**src/rtl/camera_capture_if.sv**
```systemverilog
// camera_capture_if
//   Bundles the camera-side inputs and the frame-buffer write port of
//   camera_capture. Clock and reset stay outside as plain ports.
//
//   Camera side : VSYNC, HREF, input_data, ENABLE, MODE
//   Write side  : output_data, X_ADDR, Y_ADDR, W_EN
//   Status      : FRAME_DONE, LINE_ERR, FRAME_CNT
//
// Handshake: the write port is a strobe with no back-pressure.
// output_data/X_ADDR/Y_ADDR are meaningful only while W_EN is high.
// W_EN is high for exactly one cycle per pixel. The frame-buffer RAM must
// accept the write on that cycle. There is no ready signal.
interface camera_capture_if #(
  parameter int ADDR_W = 15
);
  logic              VSYNC;
  logic              HREF;
  logic [7:0]        input_data;
  logic              ENABLE;
  logic [1:0]        MODE;
  logic [7:0]        output_data;
  logic [ADDR_W-1:0] X_ADDR;
  logic [ADDR_W-1:0] Y_ADDR;
  logic              W_EN;
  logic              FRAME_DONE;
  logic              LINE_ERR;
  logic [7:0]        FRAME_CNT;

  // master: camera pins and host controls, consumer of writes and status
  modport master (
    output VSYNC, HREF, input_data, ENABLE, MODE,
    input  output_data, X_ADDR, Y_ADDR, W_EN, FRAME_DONE, LINE_ERR, FRAME_CNT
  );

  // slave: the capture block itself
  modport slave (
    input  VSYNC, HREF, input_data, ENABLE, MODE,
    output output_data, X_ADDR, Y_ADDR, W_EN, FRAME_DONE, LINE_ERR, FRAME_CNT
  );
endinterface

```
**src/rtl/camera_capture.sv**
```systemverilog
// camera_capture
//   Converts the OV7670 VSYNC/HREF/byte stream into single-byte pixel writes
//   for the frame-buffer RAM. The pixel format is selected at run time:
//   RGB565 or RGB444 is converted to RGB332, Y8 is passed through, and a
//   test pattern can be generated. The block supports power-of-two
//   decimation, counts completed frames and flags bad line lengths.
//
//   Ports:
//     CLK         camera pixel clock (rising edge)
//     RESET_N     asynchronous active-low reset
//     cam         camera_capture_if.slave (camera inputs, write port, status)
//     dbg_state_o current frame FSM state (0 IDLE, 1 SYNC, 2 ACTIVE, 3 DONE)
module camera_capture #(
  parameter int H_PIXELS = 176,
  parameter int V_LINES  = 144,
  parameter int ADDR_W   = 15,
  parameter int DECIM    = 1
) (
  input  logic            CLK,
  input  logic            RESET_N,
  camera_capture_if.slave cam,
  output logic [1:0]      dbg_state_o
);
  // Raw counters are wider than the address so that DECIM*H_PIXELS and
  // oversized lines still compare correctly against the limits.
  localparam int CNT_W = ADDR_W + 3;
  localparam int SH    = $clog2(DECIM);
  localparam logic [CNT_W-1:0] MASK  = CNT_W'(DECIM - 1);
  localparam logic [CNT_W-1:0] H_LIM = CNT_W'(H_PIXELS);
  localparam logic [CNT_W-1:0] V_LIM = CNT_W'(V_LINES);

  typedef enum logic [1:0] {S_IDLE, S_SYNC, S_ACTIVE, S_DONE} state_e;

  state_e state_q, state_d;

  logic              vsync_q;
  logic              in_line_q, in_line_d;
  logic              phase_q, phase_d;
  logic [6:0]        b1_q, b1_d;
  logic [1:0]        mode_q, mode_d;
  logic [CNT_W-1:0]  pix_q, pix_d;
  logic [CNT_W-1:0]  line_q, line_d;
  logic [CNT_W-1:0]  wr_cnt_q, wr_cnt_d;
  logic              line_err_q, line_err_d;
  logic [7:0]        frame_cnt_q, frame_cnt_d;
  logic              wen_q, wen_d;
  logic [7:0]        data_q, data_d;
  logic [ADDR_W-1:0] x_q, x_d;
  logic [ADDR_W-1:0] y_q, y_d;

  logic frame_start, capture, frame_end, frame_done;

  function automatic logic [CNT_W-1:0] sat_inc(input logic [CNT_W-1:0] v);
    return (&v) ? v : v + CNT_W'(1);
  endfunction

  // ---------------- FSM: state register ----------------
  always_ff @(posedge CLK or negedge RESET_N) begin
    if (!RESET_N) state_q <= S_IDLE;
    else          state_q <= state_d;
  end

  // ---------------- FSM: next state ----------------
  always_comb begin
    state_d = state_q;
    case (state_q)
      S_IDLE:   if (cam.ENABLE && cam.VSYNC) state_d = S_SYNC;
      S_SYNC:   if (frame_start) state_d = S_ACTIVE;
      S_ACTIVE: if (frame_end) state_d = S_DONE;
      S_DONE:   state_d = cam.ENABLE ? S_SYNC : S_IDLE;
      default:  state_d = S_IDLE;
    endcase
  end

  // ---------------- FSM: outputs ----------------
  always_comb begin
    frame_start = (state_q == S_SYNC) && vsync_q && !cam.VSYNC;
    // A byte sampled together with VSYNC high is part of the frame end and
    // is discarded.
    capture     = (state_q == S_ACTIVE) && !cam.VSYNC;
    frame_end   = (state_q == S_ACTIVE) && cam.VSYNC;
    frame_done  = (state_q == S_DONE);
  end

  // ---------------- pixel datapath ----------------
  logic             pix_done, keep_col, keep_line;
  logic [CNT_W-1:0] x_raw, y_raw;
  logic [7:0]       pix_val;

  always_comb begin
    pix_done  = capture && cam.HREF && ((mode_q == 2'd2) || phase_q);
    x_raw     = pix_q >> SH;
    y_raw     = line_q >> SH;
    keep_col  = (pix_q & MASK) == '0;
    keep_line = ((line_q & MASK) == '0) && (y_raw < V_LIM);
    // b1_q holds first-byte bits {7:5, 3:0}. Bit 4 is unused in every format.
    case (mode_q)
      2'd0:    pix_val = {b1_q[6:4], b1_q[2:0], cam.input_data[4:3]};
      2'd1:    pix_val = {b1_q[3:1], cam.input_data[7:5], cam.input_data[3:2]};
      2'd2:    pix_val = cam.input_data;
      default: pix_val = x_raw[7:0] ^ y_raw[7:0];
    endcase
  end

  always_comb begin
    in_line_d   = in_line_q;
    phase_d     = phase_q;
    b1_d        = b1_q;
    mode_d      = mode_q;
    pix_d       = pix_q;
    line_d      = line_q;
    wr_cnt_d    = wr_cnt_q;
    line_err_d  = line_err_q;
    frame_cnt_d = frame_cnt_q;
    wen_d       = 1'b0;
    data_d      = data_q;
    x_d         = x_q;
    y_d         = y_q;
    if (frame_start) begin
      mode_d     = cam.MODE;
      in_line_d  = 1'b0;
      phase_d    = 1'b0;
      pix_d      = '0;
      line_d     = '0;
      wr_cnt_d   = '0;
      line_err_d = 1'b0;
    end else if (capture) begin
      if (cam.HREF) begin
        in_line_d = 1'b1;
        phase_d   = ~phase_q;
        if (!phase_q) b1_d = {cam.input_data[7:5], cam.input_data[3:0]};
        if (pix_done) begin
          pix_d = sat_inc(pix_q);
          if (keep_col && keep_line) begin
            if (x_raw < H_LIM) begin
              wen_d    = 1'b1;
              x_d      = x_raw[ADDR_W-1:0];
              y_d      = y_raw[ADDR_W-1:0];
              data_d   = pix_val;
              wr_cnt_d = wr_cnt_q + CNT_W'(1);
            end else begin
              line_err_d = 1'b1;
            end
          end
        end
      end else begin
        // HREF low: a dangling odd byte is dropped. If a line was open,
        // this is its falling edge.
        phase_d = 1'b0;
        if (in_line_q) begin
          in_line_d = 1'b0;
          line_d    = sat_inc(line_q);
          pix_d     = '0;
          wr_cnt_d  = '0;
          if (keep_line && (wr_cnt_q < H_LIM)) line_err_d = 1'b1;
        end
      end
    end else if (frame_end) begin
      frame_cnt_d = frame_cnt_q + 8'd1;
      phase_d     = 1'b0;
      in_line_d   = 1'b0;
    end
  end

  always_ff @(posedge CLK or negedge RESET_N) begin
    if (!RESET_N) begin
      vsync_q     <= 1'b0;
      in_line_q   <= 1'b0;
      phase_q     <= 1'b0;
      b1_q        <= '0;
      mode_q      <= '0;
      pix_q       <= '0;
      line_q      <= '0;
      wr_cnt_q    <= '0;
      line_err_q  <= 1'b0;
      frame_cnt_q <= '0;
      wen_q       <= 1'b0;
      data_q      <= '0;
      x_q         <= '0;
      y_q         <= '0;
    end else begin
      vsync_q     <= cam.VSYNC;
      in_line_q   <= in_line_d;
      phase_q     <= phase_d;
      b1_q        <= b1_d;
      mode_q      <= mode_d;
      pix_q       <= pix_d;
      line_q      <= line_d;
      wr_cnt_q    <= wr_cnt_d;
      line_err_q  <= line_err_d;
      frame_cnt_q <= frame_cnt_d;
      wen_q       <= wen_d;
      data_q      <= data_d;
      x_q         <= x_d;
      y_q         <= y_d;
    end
  end

  assign cam.output_data = data_q;
  assign cam.X_ADDR      = x_q;
  assign cam.Y_ADDR      = y_q;
  assign cam.W_EN        = wen_q;
  assign cam.FRAME_DONE  = frame_done;
  assign cam.LINE_ERR    = line_err_q;
  assign cam.FRAME_CNT   = frame_cnt_q;
  assign dbg_state_o     = state_q;

endmodule

```
**src/flat_wrapper.sv**
```systemverilog
// flat-port wrapper written by rule: the top's interface ports become plain ports
module camera_capture_flat 
#(
  parameter int H_PIXELS = 176,
  parameter int V_LINES  = 144,
  parameter int ADDR_W   = 15,
  parameter int DECIM    = 1
)
  (CLK, RESET_N, dbg_state_o, cam_VSYNC, cam_HREF, cam_input_data, cam_ENABLE, cam_MODE, cam_output_data, cam_X_ADDR, cam_Y_ADDR, cam_W_EN, cam_FRAME_DONE, cam_LINE_ERR, cam_FRAME_CNT);
  camera_capture_if #(.ADDR_W(ADDR_W)) cam_i ();
  input  logic CLK;
  input  logic RESET_N;
  output logic [1:0] dbg_state_o;
  input wire logic [$bits(cam_i.VSYNC)-1:0] cam_VSYNC;
  input wire logic [$bits(cam_i.HREF)-1:0] cam_HREF;
  input wire logic [$bits(cam_i.input_data)-1:0] cam_input_data;
  input wire logic [$bits(cam_i.ENABLE)-1:0] cam_ENABLE;
  input wire logic [$bits(cam_i.MODE)-1:0] cam_MODE;
  output wire logic [$bits(cam_i.output_data)-1:0] cam_output_data;
  output wire logic [$bits(cam_i.X_ADDR)-1:0] cam_X_ADDR;
  output wire logic [$bits(cam_i.Y_ADDR)-1:0] cam_Y_ADDR;
  output wire logic [$bits(cam_i.W_EN)-1:0] cam_W_EN;
  output wire logic [$bits(cam_i.FRAME_DONE)-1:0] cam_FRAME_DONE;
  output wire logic [$bits(cam_i.LINE_ERR)-1:0] cam_LINE_ERR;
  output wire logic [$bits(cam_i.FRAME_CNT)-1:0] cam_FRAME_CNT;
  assign cam_i.VSYNC = cam_VSYNC;
  assign cam_i.HREF = cam_HREF;
  assign cam_i.input_data = cam_input_data;
  assign cam_i.ENABLE = cam_ENABLE;
  assign cam_i.MODE = cam_MODE;
  assign cam_output_data = cam_i.output_data;
  assign cam_X_ADDR = cam_i.X_ADDR;
  assign cam_Y_ADDR = cam_i.Y_ADDR;
  assign cam_W_EN = cam_i.W_EN;
  assign cam_FRAME_DONE = cam_i.FRAME_DONE;
  assign cam_LINE_ERR = cam_i.LINE_ERR;
  assign cam_FRAME_CNT = cam_i.FRAME_CNT;
  camera_capture #(.H_PIXELS(H_PIXELS), .V_LINES(V_LINES), .ADDR_W(ADDR_W), .DECIM(DECIM)) u_core (.CLK(CLK), .RESET_N(RESET_N), .cam(cam_i), .dbg_state_o(dbg_state_o));
endmodule
```
**config.mk**
```make
export PLATFORM = sky130hd
export DESIGN_NAME = camera_capture_flat
export DESIGN_NICKNAME = d
export VERILOG_FILES = /design/src/rtl/camera_capture_if.sv /design/src/rtl/camera_capture.sv /design/src/flat_wrapper.sv
export SDC_FILE = /design/constraint.sdc
export NUM_CORES = 1
export LEC_CHECK = 0
export CAP_MARGIN = 20
export CORE_AREA = 2 2 109 111
export DETAILED_ROUTE_END_ITERATION = 8
export DIE_AREA = 0 0 111 113
export MAX_ROUTING_LAYER = met4
export PLACE_DENSITY = 0.85
export SLEW_MARGIN = 20
export SYNTH_ARGS = -nofsm -noshare
export SYNTH_HDL_FRONTEND = slang
export SYNTH_SLANG_ARGS = --single-unit
```
**constraint.sdc**
```tcl
create_clock -name CLK -period 2.6 [get_ports CLK]
set_input_delay 0.26 -clock CLK [delete_from_list [all_inputs] [get_ports CLK]]
set_output_delay 0.26 -clock CLK [all_outputs]
set_load 0.01 [all_outputs]
```
==> results of run 1 <==
==> Yosys cell counts (2+ instances only) <==
master     instances  area share (%)
and2_1             9            0.92
nor2b_1           17             1.7
o41ai_1            3            0.43
buf_4              5            0.62
or3_1             16             1.6
mux4_2             8             3.0
or2_2              2            0.21
nor4_4             2            0.70
nor4_1            10             1.0
and4_1             5            0.72
ha_1              10             2.1
xor2_1            10             1.4
buf_6              2            0.37
and3b_1            2            0.29
o31ai_1           21             2.6
a22o_1             3            0.43
nand3b_1           2            0.25
a31o_2             2            0.29
o21ai_1            7            0.57
a21o_1             6            0.74
a21oi_1           46             3.8
clkbuf_1          12            0.74
nand2_1           41             2.5
and3_1            11             1.1
or4_1             13             1.6
o2111ai_1          5            0.72
nor3_1             8            0.66
a41o_1             2            0.33
a31oi_1            4            0.41
buf_2             12            0.99
mux2_2            28             5.2
dfrtp_1          116              48
nand3_1           21             1.7
xnor2_1            5            0.72
nor2_1            18             1.1
o21ai_0           29             2.4
inv_1             13            0.80
nand4_1           18             1.8
mux2i_1            2            0.33
mux2_1             5            0.92
nor4b_1            2            0.29
==> power groups by stage <==
stage          registers (mW)  clock network, mW  logic, mW
2_1_floorplan            2.34                  0       1.10
4_1_cts                  2.43               2.10       1.60
3_5_place_dp             2.45                  0       1.58
5_1_grt                  2.49               2.18       1.77
6_report                 2.44               2.06       1.61
3_3_place_gp             2.43                  0       1.52
==> flip-flops by register name, summed over array words and instances, names as in the netlist <==
signal,flops
u_core.cam.X_ADDR,15
u_core.cam.Y_ADDR,15
u_core.line_q,18
u_core.wr_cnt_q,18
u_core.mode_q,2
u_core.cam.LINE_ERR,1
u_core.dbg_state_o,2
u_core.cam.output_data,8
u_core.in_line_q,1
u_core.vsync_q,1
u_core.cam.W_EN,1
u_core.pix_q,18
u_core.b1_q,7
u_core.phase_q,1
u_core.cam.FRAME_CNT,8
==> metal layers <==
metal | vias up | routed length [um] | part of all wire (%)
met3 | 36 | 761 | 5.1
met5 | - | 0 | 0
met2 | 193 | 7334 | 49
met4 | 0 | 263 | 1.8
met1 | 2499 | 6527 | 44
li1 | 2337 | - | -
==> metrics by stage <==
stage	area [um^2]	setup slack, ns	hold slack (ns)	power [mW]	utilization [%]
finish	7490	0.1902	0.3892	6.114	66.44
global route	7490	0.006926	0.4114	6.431	66.44
CTS	7487	0.1715	0.3992	6.132	66.42
detailed placement	6957	0.2131	0.2944	4.032	61.72
global placement	6957	0.3272	0.2865	3.946	61.72
floorplan	6093	0.4260	-0.03559	3.437	-
==> cells by family after synthesis <==
group / count (synthesis) / synth area share, %
AND/OR/NAND/NOR: 205 / 19.63
AO/OA/AOI/OAI: 144 / 15.56
flip-flops: 116 / 47.64
buffers and inverters: 45 / 3.573
multiplexers: 43 / 9.384
XOR/XNOR: 15 / 2.156
adder cells (fa/ha/maj): 10 / 2.053
==> worst max-delay path by stage <==
stage | startpoint | to | slack [ns] | depth (start not counted)
after floorplan | u_core.dbg_state_o[0] | u_core.cam.Y_ADDR[3] | 0.43 | 8
after global placement | cam_VSYNC | u_core.pix_q[5] | 0.33 | 7
after detailed placement | u_core.dbg_state_o[0] | u_core.pix_q[12] | 0.21 | 7
after CTS | u_core.dbg_state_o[0] | u_core.pix_q[12] | 0.17 | 8
after global routing | u_core.dbg_state_o[0] | u_core.pix_q[4] | 0.007 | 9
final | u_core.dbg_state_o[1] | u_core.pix_q[4] | 0.19 | 9
==> area by class of cell <==
type                            instances  area share (%)
Sequential cell                       116           38.76
Clock inverter                         10          0.8019
Multi-Input combinational cell        417           39.73
Clock buffer                           21           6.148
Tap cell                              143           2.389
Timing Repair Buffer                   90           11.53
Inverter                               13          0.6515
==> timing repair <==
item	CTS	global route
hold buffers	1	0
resized for setup	0	1
endpoints found under the hold margin	40	0
endpoints found under the setup margin	0	7
==> worst max-delay path: stages, from the launching register on <==
cell and delay, ns:
dfrtp_1 0.45, inv_1 0.14, ha_1 0.26, nand2_1 0.15, a21oi_1 0.16, buf_4 0.21, o21ai_1 0.09, buf_4 0.20
or4_1 0.50, a21oi_1 0.16
==> results.md, run 1 <==
- Synth Warn #: 0
- Achievable Freq: 0.4150 GHz
- GR peak layer: met2
- Combinational fraction of design power: 26.3%
- Mapped Nets: 603
- Io pins: 66
- Pin count of the biggest net entering global routing: 47
- Clock transition at the registers of the reported paths: 0.05 ns
- RSZ-0062 raised after global routing: false
- Max-cap viol count: 0
- Tmin final: 2.410 ns
- Residual DRC: 0
- Internal: 4.116 mW
- Final setup fails: 0
- Initial antenna violation count: 0
- Die Wd: 111 um
- Post-CTS setup buffers: 0
- FF-to-FF Start: u_core.dbg_state_o[1]
- Die ar.: 0.01254 mm^2
- RR Endpoint: u_core.pix_q[4]
- Iter 0 DRT Violations: 273
- Clock group share of total power: 33.7%
- Most frequent cells in the layout: dfrtp_1 (116), clkdlybuf4s50_1 (64), a21oi_1 (46), nand2_1 (41), o21ai_0 (29)
- IO buf count: 65
- FF/Latch Area: 0.002903 mm^2
- Avg Inst Size Synth: 10.54 um^2
- Fin nets: 680
- Total CTS buffers: 17
- Total gr overflow: 0
- CP Class: flop to flop
- Vias in the first global route: 5123
- TritonCTS clock tree: built
- Cells after synthesis: 578
- CTS H-tree lvls: 4
- Met2 Usage GRT: 41.80%
- Cell Rows: 39
- Crit. End Element: flop
- DRT Pass-1 Iters: 4
- Max-slew violations: 0
- Via density: 6.253
- Pwr dens: 816.3 mW/mm^2
- Cell area after synthesis: 0.006093 mm^2
- Rel. slew slack: 60.80%
- Area of the multi-input gates: 0.002975 mm^2
- First-pass GRT wire length: 25.29 mm
- Area Overhead vs Synth: 22.92%
- GR Layer Usage met3: 5.196%
- Sw Share: 32.68%
- WL final: 14.89 mm
- GR Layer Usage met1: 32.22%
- Power share of the sequential group: 39.9%
- Die height: 113 um
- # fillers: 844
- All-Layer GR Usage: 25.62%
- FF-to-FF setup slack: 0.19 ns
- Register area share after synthesis: 47.64%
- Share of cells above drive strength 1: 16.04%
- Synth unique cells: 66
- NetSw: 1.998 mW
- CORE AREA: 0.01127 mm^2
- Flops & latches, synth: 116
- Placed Cells: 778
- Fin. Hold Viols: 0
- Reg2reg path depth: 9
- Setup_tns: 0 ns
- Initial core utilization: 54.06%
- Clk buf depth: 2
- CP Max Fanout: 22
- Prevailing post-synth register cell: dfrtp_1
- Worst Tran Pin Value: 0.5826 ns
- Clk Latency, worst-skew pair: 0.41 ns
- Finished Layout Cells: 810
- HPWL Detailed: 10.11 mm
- Arrival time at the worst endpoint: 2.74 ns
- Worst min-delay path category: input pin to async pin
- Worst EP required: 2.94 ns
- Vias: 5065
- Final Wtd Congestion: 0.9152
- Clock sinks: 116
- Final Cycle Share: 92.68%
- VDD IR max: 0.0006385 V
- Most common cell after layout, fill and taps aside: dfrtp_1
- CP startpoint kind: flop
- CTS root buf: clkbuf_16
- Outcome: complete, no violations
- Final ANT Viol Nets: 0
- Async SR Flop Fraction: 100.0%
- Avg WL per Cell: 18.38 um
- Leakage: 3.226 nW
- Clock skew: 0.007539 ns
- Number of synthesized flops with an enable pin: 0
- Diodes inserted: 0
Note: power is estimated with default switching activity, not from simulation.
==> run 2, diff against run 1 <==
--- a/config.mk
+++ b/config.mk
@@ -7,6 +7,7 @@
 export LEC_CHECK = 0
 export CAP_MARGIN = 20
 export CORE_AREA = 2 2 109 111
+export CTS_BUF_LIST = sky130_fd_sc_hd__clkbuf_8 sky130_fd_sc_hd__clkbuf_16
 export DETAILED_ROUTE_END_ITERATION = 8
 export DIE_AREA = 0 0 111 113
 export MAX_ROUTING_LAYER = met4
==> run 2 against run 1 <==
Compared with the run above:
- design area unchanged
- register-to-register slack about the same
- sequential share of layout area unchanged
- clock power about the same
- critical path type unchanged
- critical endpoint unchanged
==> results.md, run 2 (synthesized netlist as in run 1, its figures left out) <==
- Worst EP required: 2.94 ns (about the same)
- CTS root buf: clkbuf_16
- Clock transition at the registers of the reported paths: 0.05 ns (about the same)
- CP max-delay cell: or4_1
- Critical path cell sequence: inv_1 > ha_1 > nand2_1 > a21oi_1 > buf_4 > o21ai_1 > buf_4 > or4_1 > a21oi_1
- Cell Rows: 39 (unchanged)
- Worst Tran Pin Value: 0.5811 ns (-0.001494 ns)
- Via density: 6.241 (-0.20%)
- Final Wtd Congestion: 0.9152 (unchanged)
- Critical Path Max Stage Delay: 0.50 ns (about the same)
- Vias in the first global route: 5119 (-0.078%)
- Area Overhead vs Synth: 22.92% (unchanged)
- WHS: 0.3880 ns (-0.001118 ns)
- Final Cycle Share: 92.76% (about the same)
- CP startpoint kind: flop
- Rel. slew slack: 60.90% (+0.10 points)
- Final ANT Viol Nets: 0 (unchanged)
- Clock sinks: 116 (unchanged)
- Pwr dens: 815.3 mW/mm^2 (-0.12%)
- Avg WL per Cell: 18.38 um (about the same)
- CP Max Fanout: 22 (unchanged)
- Max-slew violations: 0 (unchanged)
- Die ar.: 0.01254 mm^2 (unchanged)
- Fin nets: 680 (unchanged)
- Residual DRC: 0 (unchanged)
- Top Registers: u_core.line_q: 18 flops, u_core.pix_q: 18 flops, u_core.wr_cnt_q: 18 flops
- Total CTS buffers: 17 (unchanged)
- TritonCTS clock tree: built
- Io pins: 66 (unchanged)
- Initial core utilization: 54.06% (unchanged)
- Arrival time at the worst endpoint: 2.75 ns (about the same)
- CTS H-tree lvls: 4 (unchanged)
- Iter 0 DRT Violations: 283 (+3.7%)
- CORE AREA: 0.01127 mm^2 (unchanged)
- Clock skew: 0.006003 ns (-0.001536 ns)
- Fin. Hold Viols: 0 (unchanged)
- RSZ-0062 raised after global routing: false
- CP Class: flop to flop
- IO buf count: 65 (unchanged)
- VDD IR max: 0.0006384 V (about the same)
- Worst min-delay path category: input pin to async pin
- RR Endpoint: u_core.pix_q[4]
- Pin count of the biggest net entering global routing: 47 (unchanged)
- Outcome: complete, no violations
- Clk buf depth: 2 (unchanged)
- WL final: 14.89 mm (about the same)
- All-Layer GR Usage: 25.65% (about the same)
- Vias: 5055 (-0.20%)
- Achievable Freq: 0.4147 GHz (about the same)
- Share of cells above drive strength 1: 16.04% (unchanged)
- Final setup fails: 0 (unchanged)
- DRT Pass-1 Iters: 5 (+1)
- CP bufs+invs: 3 (unchanged)
- Clk Latency, worst-skew pair: 0.41 ns (about the same)
- Reg2reg path depth: 9 (unchanged)
- Diodes inserted: 0 (unchanged)
- HPWL Detailed: 10.11 mm (unchanged)
- Die Wd: 111 um (unchanged)
- FF-to-FF Start: u_core.dbg_state_o[1]
- First-pass GRT wire length: 25.32 mm (+0.11%)
- FF-to-FF setup slack: 0.19 ns (about the same)
- Setup_tns: 0 ns (unchanged)
- Max-cap viol count: 0 (unchanged)
- Leakage: 3.234 nW (+0.26%)
- Total gr overflow: 0 (unchanged)
- Tmin final: 2.412 ns (+0.001861 ns)
- Die height: 113 um (unchanged)
- Initial antenna violation count: 0 (unchanged)
- Crit. End Element: flop
- Most frequent cells in the layout: dfrtp_1 (116), clkdlybuf4s50_1 (64), a21oi_1 (46), nand2_1 (41), o21ai_0 (29)
- Most common cell after layout, fill and taps aside: dfrtp_1
- Cell family with most CP delay: simple AND/OR/NAND/NOR gates
[run 2: worst max path at each step]
stage / startpoint / endpoint / cells past startpoint
floorplan: u_core.dbg_state_o[0] / u_core.cam.Y_ADDR[3] / 8
global placement: cam_VSYNC / u_core.pix_q[5] / 7
detailed placement: u_core.dbg_state_o[0] / u_core.pix_q[12] / 7
CTS: u_core.dbg_state_o[0] / u_core.pix_q[12] / 8
global route: u_core.dbg_state_o[0] / u_core.pix_q[4] / 9
finish: u_core.dbg_state_o[1] / u_core.pix_q[4] / 9
[run 2: final cells by class]
| type | count | area [um^2] |
|---|---|---|
| clock inverters | 12 | 67.56 |
| repair buffers | 90 | 863.3 |
| well taps | 143 | 178.9 |
| clock buffers | 19 | 452.9 |
| flip-flops and latches | 116 | 2903 |
| inverters | 13 | 48.80 |
| multi-input cells | 417 | 2975 |
| fillers | 844 | 3782 |
[run 2: per-stage QoR]
stage / std cells / power [mW] / setup WS, ns / instance area (um^2) / utilization, %
floorplan: 578 / 3.437 / 0.4260 / 6093 / -
global placement: 778 / 3.946 / 0.3272 / 6957 / 61.72
detailed placement: 778 / 4.032 / 0.2131 / 6957 / 61.72
CTS: 810 / 6.124 / 0.1715 / 7487 / 66.42
global route: 810 / 6.427 / 0.006926 / 7490 / 66.44
finish: 810 / 6.107 / 0.1883 / 7490 / 66.44
[run 2: what timing repair did]
| item | CTS | global route |
|---|---|---|
| resized for setup | 0 | 1 |
| endpoints found under the setup margin | 0 | 7 |
| hold buffers | 1 | 0 |
| hold endpoints to repair | 40 | 0 |
| setup buffers | 0 | 0 |
[run 2: where the power goes]
| part | internal [mW] | switching (mW) | total, mW |
|---|---|---|---|
| combinational | 0.797 | 0.814 | 1.61 |
| clock | 1.24 | 0.816 | 2.06 |
| sequential | 2.07 | 0.368 | 2.44 |
| total | 4.11 | 2.00 | 6.11 |
[run 2: routing by layer]
layer  global-route usage, %  share of wire (%)  routed length (um)
met1                   32.29                 44                6533
met2                   41.80                 49                7281
met3                   5.196                5.4                 802
met4                   9.000                1.8                 272
met5                       -                  0                   0
==> run 3, diff against run 2 <==
--- a/config.mk
+++ b/config.mk
@@ -8,6 +8,7 @@
 export CAP_MARGIN = 20
 export CORE_AREA = 2 2 109 111
 export CTS_BUF_LIST = sky130_fd_sc_hd__clkbuf_8 sky130_fd_sc_hd__clkbuf_16
+export CTS_CLUSTER_SIZE = 16
 export DETAILED_ROUTE_END_ITERATION = 8
 export DIE_AREA = 0 0 111 113
 export MAX_ROUTING_LAYER = met4
==> results of run 3 <==
The final DEF is identical to that of run 2; final timing and power are the same.
